--- src/rtl/output_layer_argmax.sv ---
// Output layer of the digit classifier: one time-multiplexed MAC streams weights from a
// synchronous ROM, saturates each neuron score and tracks the argmax class.
module output_layer_argmax #(
    parameter int unsigned N_IN   = 10,
    parameter int unsigned N_OUT  = 10,
    parameter int unsigned DATA_W = 16,
    parameter int unsigned FRAC_W = 8,
    parameter int unsigned ACC_W  = 40,
    parameter int unsigned ADDR_W = $clog2(N_IN * N_OUT)
) (
    input  logic                         clk,
    input  logic                         reset,
    input  logic [N_IN-1:0][DATA_W-1:0]  hidden_relu_out,
    input  logic [N_IN-1:0]              hidden_relu_valid,
    input  logic [N_OUT-1:0][DATA_W-1:0] biases_out,
    output logic                         weight_rd_en,
    output logic [ADDR_W-1:0]            weight_addr,
    input  logic [DATA_W-1:0]            weight_data,
    output logic                         in_ready,
    output logic                         frame_dropped,
    output logic [N_OUT-1:0][DATA_W-1:0] out_scores,
    output logic [3:0]                   out_class,
    output logic                         out_valid
);

    localparam int unsigned IN_W  = (N_IN > 1) ? $clog2(N_IN) : 1;
    localparam int unsigned OUT_W = (N_OUT > 1) ? $clog2(N_OUT) : 1;

    localparam logic [ADDR_W-1:0] LAST_ADDR = ADDR_W'(N_IN * N_OUT - 1);
    localparam logic [IN_W-1:0]   IN_LAST   = IN_W'(N_IN - 1);
    localparam logic signed [ACC_W-1:0] SAT_MAX = ACC_W'((2 ** (DATA_W - 1)) - 1);
    localparam logic signed [ACC_W-1:0] SAT_MIN = ~SAT_MAX;

    typedef enum logic [1:0] {StIdle, StRun, StDrain, StDone} state_e;

    state_e                         state_q, state_d;
    logic                           all_valid_q;
    logic [N_IN-1:0][DATA_W-1:0]    act_q, act_d;
    logic [ADDR_W-1:0]              addr_q, addr_d;
    logic [IN_W-1:0]                in_idx_q, in_idx_d;
    logic [OUT_W-1:0]               out_idx_q, out_idx_d;
    logic                           rd_vld_q;
    logic [IN_W-1:0]                rd_in_q;
    logic [OUT_W-1:0]               rd_out_q;
    logic signed [ACC_W-1:0]        acc_q, acc_d;
    logic [N_OUT-1:0][DATA_W-1:0]   shadow_q, shadow_d;
    logic [DATA_W-1:0]              max_q, max_d;
    logic [OUT_W-1:0]               cls_q, cls_d;
    logic [N_OUT-1:0][DATA_W-1:0]   out_scores_q, out_scores_d;
    logic [3:0]                     out_class_q, out_class_d;
    logic                           out_valid_d, frame_dropped_d;
    logic                           out_valid_q, frame_dropped_q;

    logic                           all_valid, frame_arrive;
    logic [DATA_W-1:0]              act_sel, bias_sel;
    logic signed [2*DATA_W-1:0]     prod;
    logic signed [ACC_W-1:0]        seed, acc_sum, score_full;
    logic [DATA_W-1:0]              score_sat;

    assign all_valid    = &hidden_relu_valid;
    assign frame_arrive = all_valid & ~all_valid_q;

    assign weight_rd_en  = (state_q == StRun);
    assign weight_addr   = addr_q;
    assign in_ready      = (state_q == StIdle);
    assign frame_dropped = frame_dropped_q;
    assign out_scores    = out_scores_q;
    assign out_class     = out_class_q;
    assign out_valid     = out_valid_q;

    // Datapath for the word returned this cycle (issued one cycle earlier).
    always_comb begin
        act_sel    = act_q[rd_in_q];
        bias_sel   = biases_out[rd_out_q];
        prod       = $signed(act_sel) * $signed(weight_data);
        seed       = ACC_W'($signed(bias_sel)) <<< FRAC_W;
        acc_sum    = ((rd_in_q == '0) ? seed : acc_q) + ACC_W'(prod);
        score_full = acc_sum >>> FRAC_W;
        if (score_full > SAT_MAX) begin
            score_sat = {1'b0, {(DATA_W-1){1'b1}}};
        end else if (score_full < SAT_MIN) begin
            score_sat = {1'b1, {(DATA_W-1){1'b0}}};
        end else begin
            score_sat = score_full[DATA_W-1:0];
        end
    end

    always_comb begin
        state_d         = state_q;
        act_d           = act_q;
        addr_d          = addr_q;
        in_idx_d        = in_idx_q;
        out_idx_d       = out_idx_q;
        acc_d           = acc_q;
        shadow_d        = shadow_q;
        max_d           = max_q;
        cls_d           = cls_q;
        out_scores_d    = out_scores_q;
        out_class_d     = out_class_q;
        out_valid_d     = 1'b0;
        frame_dropped_d = frame_arrive && (state_q != StIdle);

        unique case (state_q)
            StIdle: begin
                if (frame_arrive) begin
                    act_d     = hidden_relu_out;
                    addr_d    = '0;
                    in_idx_d  = '0;
                    out_idx_d = '0;
                    state_d   = StRun;
                end
            end
            StRun: begin
                addr_d = addr_q + 1'b1;
                if (in_idx_q == IN_LAST) begin
                    in_idx_d  = '0;
                    out_idx_d = out_idx_q + 1'b1;
                end else begin
                    in_idx_d = in_idx_q + 1'b1;
                end
                if (addr_q == LAST_ADDR) begin
                    addr_d    = '0;
                    out_idx_d = '0;
                    state_d   = StDrain;
                end
            end
            StDrain: state_d = StDone;
            StDone: begin
                out_scores_d = shadow_q;
                out_class_d  = 4'(cls_q);
                out_valid_d  = 1'b1;
                state_d      = StIdle;
            end
            default: state_d = StIdle;
        endcase

        if (rd_vld_q) begin
            acc_d = acc_sum;
            if (rd_in_q == IN_LAST) begin
                shadow_d[rd_out_q] = score_sat;
                // Strictly greater keeps the lowest index on ties.
                if (rd_out_q == '0 || $signed(score_sat) > $signed(max_q)) begin
                    max_d = score_sat;
                    cls_d = rd_out_q;
                end
            end
        end
    end

    always_ff @(posedge clk or posedge reset) begin
        if (reset) begin
            state_q         <= StIdle;
            all_valid_q     <= 1'b0;
            act_q           <= '0;
            addr_q          <= '0;
            in_idx_q        <= '0;
            out_idx_q       <= '0;
            rd_vld_q        <= 1'b0;
            rd_in_q         <= '0;
            rd_out_q        <= '0;
            acc_q           <= '0;
            shadow_q        <= '0;
            max_q           <= '0;
            cls_q           <= '0;
            out_scores_q    <= '0;
            out_class_q     <= '0;
            out_valid_q     <= 1'b0;
            frame_dropped_q <= 1'b0;
        end else begin
            state_q         <= state_d;
            all_valid_q     <= all_valid;
            act_q           <= act_d;
            addr_q          <= addr_d;
            in_idx_q        <= in_idx_d;
            out_idx_q       <= out_idx_d;
            rd_vld_q        <= weight_rd_en;
            rd_in_q         <= in_idx_q;
            rd_out_q        <= out_idx_q;
            acc_q           <= acc_d;
            shadow_q        <= shadow_d;
            max_q           <= max_d;
            cls_q           <= cls_d;
            out_scores_q    <= out_scores_d;
            out_class_q     <= out_class_d;
            out_valid_q     <= out_valid_d;
            frame_dropped_q <= frame_dropped_d;
        end
    end

endmodule
--- config.mk ---
export PLATFORM = sky130hd
export DESIGN_NAME = output_layer_argmax
export DESIGN_NICKNAME = d
export VERILOG_FILES = /design/src/rtl/output_layer_argmax.sv
export SDC_FILE = /design/constraint.sdc
export NUM_CORES = 2
export LEC_CHECK = 0
export ABC_AREA = 1
export BUFFER_PORTS_ARGS = -buffer_cell sky130_fd_sc_hd__clkbuf_2
export CAP_MARGIN = 20
export CORE_MARGIN = 10
export CORE_UTILIZATION = 25
export CTS_BUF_LIST = sky130_fd_sc_hd__clkbuf_8
export DETAILED_ROUTE_END_ITERATION = 6
export GPL_TIMING_DRIVEN = 0
export SKIP_LAST_GASP = 1
export SLEW_MARGIN = 20
export SYNTH_ARGS = -nofsm -noshare
export SYNTH_HDL_FRONTEND = slang
export SYNTH_SLANG_ARGS = --single-unit
--- constraint.sdc ---
create_clock -name clk -period 25.9 [get_ports clk]
set_input_delay 2.59 -clock clk [delete_from_list [all_inputs] [get_ports clk]]
set_output_delay 2.59 -clock clk [all_outputs]
set_load 0.01 [all_outputs]
==> metrics <==
DR DRC count=0; run status=complete, no violations; cell row count=145; critical path launch point=weight_data[4]; number of antenna violations at the first check in global routing=8; cell at the slowest stage of the critical path=sky130_fd_sc_hd__fa_1; DR WL/cell=20.7 µm; Post-Synthesis Net Count=5309; final-layout worst hold slack=386 ps; Synth Instances=4492; number of port buffers=513; number of max-cap violations=0; CP arrival=12790 ps; post-cts hold buffer count=0; overall via count from detail_route=32556; count of distinct cell types in the synthesized netlist=50; Fin Clk Skew=61.6 ps; final number of setup-violating endpoints=0; launch instance of the worst register-to-register path=rd_in_q[0]; Die Area=0.173 mm²; maximum number of pins on one net before global-route repair=107; CTS Sinks=573; Final period util=0.466; final critical path time including I/O delays and setup=12070 ps; maximum clock rate=82.8 MHz; Worst-Margin Slew=1050 ps; detailed placement HPWL=123 mm; area fraction of the dominant cell type after synthesis=0.366; flip-flop and latch count after synthesis=573; area delta synth->final=19.4%; detailed-route vias per instance=4.48; register clock-pin slew on the reported worst setup and hold paths=60 ps; total count of hold-check failures in the final report=0; via count of the first global-routing pass=33862; core footprint=0.156 mm²; number of gates resized after CTS=0; sink of the worst hold path=rd_out_q[3]; cells taking the most area after synthesis=sky130_fd_sc_hd__dfrtp_1 (37%), sky130_fd_sc_hd__fa_1 (17%), sky130_fd_sc_hd__nand2_1 (14%); overall track demand over capacity in global routing=0.171; net count of the finished layout=5937; reg-to-reg slack, setup=14080 ps; number of primary I/O pins=523; height of the chip=416 µm; average cell area after synthesis=8.71 µm²; Horiz. Die Dim=416 µm; WP data required=26620 ps; relative slew slack=0.301; remaining global-route overflow=0; class of the worst hold path=register to register; least setup slack across all paths after layout=13830 ps; summed instance area of the synthesized netlist=0.0391 mm²; hold path depth=0; router iterations before antenna repair=6; R2R depth=49; setup repair after global routing missed its margin=no; clock buffer depth=3; routability congestion estimate from global placement=0.945; starting DRC count in detailed routing=2536; share of layout cells above drive strength 1=0.224; reg-to-reg endpoint=max_q[3]; share of synthesized area occupied by flip-flops and latches=0.366; type of the worst setup path=input pin to register; clock root buffer=sky130_fd_sc_hd__clkbuf_8; CP startpoint kind=input pin; placement-stage worst setup slack=13200 ps; Final Max Tran Viols=0; hold path startpoint=out_idx_q[3]; TritonCTS clock tree=built; dominant cell type by count on the critical path=sky130_fd_sc_hd__nand2_1; WL final=150 mm; synth warn=0; later-pin clock latency in the skew report=810 ps; number of CTS-inserted buffers=101; global-route wire length before repair=221 mm; final total negative setup slack=0 ps; largest fanout of any net on the critical path=10; endpoint kind of the worst setup timing path=register; cell type with the largest total area after synthesis=sky130_fd_sc_hd__dfrtp_1; initial standard-cell utilization of the core=0.251; maximum cell stage delay along the critical path=800 ps; post-detailed-route count of antenna-violating nets=0; # Post-CTS Setup Buffers=0; H-Tree Depth=3
per-layer routing:
metal / wire (µm) / up-vias / track usage
li1: - / 14998 / -
met1: 59700 / 16122 / 0.205
met2: 73100 / 1167 / 0.293
met3: 8960 / 269 / 0.0300
met4: 8690 / 0 / 0.0857
met5: 0 / - / 0
cell type report:
type / count / area, µm²
Timing Repair Buffer: 525 / 2790
Multi-Input combinational cell: 3018 / 21200
Fill cell: 16540 / 109000
Inverter: 728 / 2740
Buffer: 173 / 940
Antenna cell: 6 / 15.0
Sequential cell: 573 / 14300
Clock inverter: 58 / 412
Tap cell: 2058 / 2570
Clock buffer: 124 / 1710
critical path, delay by kind of cell:
kind	cells	cell delay, ps
buf+inv	11	2430
fa+ha+maj	8	4450
compound gates	2	440
simple gates	21	2850
kinds of logic (layout without fill, tap and decap cells):
group           Yosys count  in the layout  share of synthesized area
mux                     163            163                     0.0469
fa+ha+maj               469            469                      0.213
flops                   573            573                      0.366
buf+inv                 901           1608                     0.0934
other cells               0              6                          0
compound gates          359            359                     0.0572
simple gates           2004           2004                      0.218
xor+xnor                 23             23                    0.00515
synth_stat cells, drive strengths merged:
| library cell | count |
|---|---|
| a22oi | 82 |
| clkbuf | 138 |
| fa | 330 |
| nor3 | 22 |
| a221o | 2 |
| o21bai | 5 |
| mux2 | 162 |
| a221oi | 18 |
| nor4 | 1 |
| nand3b | 4 |
| mux2i | 1 |
| o211ai | 10 |
| xor2 | 15 |
| nand3 | 64 |
| inv | 713 |
| buf | 35 |
| nor2 | 223 |
| o32ai | 15 |
| clkinv | 15 |
| a31oi | 3 |
| xnor2 | 8 |
| nand2 | 1668 |
| a211oi | 1 |
| nand4 | 18 |
| dfrtp | 573 |
| ha | 139 |
| o22ai | 3 |
| a21oi | 82 |
| a22o | 9 |
| o21a | 2 |
| o21ai | 127 |
| and2 | 2 |
| nor3b | 2 |
worst max path at each step:
stage,to,slack [ps],depth (start not counted)
6_report,max_q[3],13830,42
5_1_grt,max_q[0],13080,42
4_1_cts,max_q[0],14030,42
3_5_place_dp,max_q[0],13200,42
3_3_place_gp,out_scores[75],480,2
2_1_floorplan,acc_q[0],7280,1
stage by stage:
stage / std cells / util / cell area (µm²)
2_1_floorplan: 4492 / - / 39100
3_3_place_gp: 7063 / 0.284 / 44300
3_5_place_dp: 7074 / 0.286 / 44600
4_1_cts: 7256 / 0.300 / 46700
5_1_grt: 7261 / 0.300 / 46700
6_report: 7263 / 0.300 / 46700
sequential cells by signal, indices dropped and copies added (netlist names), 4 cells and up:
register     flops
cls_q            4
act_q          160
rd_out_q         4
max_q           16
out_idx_q        4
shadow_q       160
weight_addr      7
in_idx_q         4
out_scores     160
rd_in_q          4
acc_q           40
out_class        4
layout by cell type (no fill, tap or decap), drive strengths merged, types with 3 or more instances in the layout:
cell type | Yosys | final
a21oi | 82 | 82
a221oi | 18 | 18
a22o | 9 | 9
a22oi | 82 | 82
a31oi | 3 | 3
buf | 35 | 46
bufinv | 0 | 3
clkbuf | 138 | 776
clkinv | 15 | 30
dfrtp | 573 | 573
diode | 0 | 6
fa | 330 | 330
ha | 139 | 139
inv | 713 | 751
mux2 | 162 | 162
nand2 | 1668 | 1668
nand3 | 64 | 64
nand3b | 4 | 4
nand4 | 18 | 18
nor2 | 223 | 223
nor3 | 22 | 22
o211ai | 10 | 10
o21ai | 127 | 127
o21bai | 5 | 5
o22ai | 3 | 3
o32ai | 15 | 15
xnor2 | 8 | 8
xor2 | 15 | 15
Power is left out: the tool's default activity adds up to more than one toggle a clock period on the data nets, which glitch-free logic cannot reach.
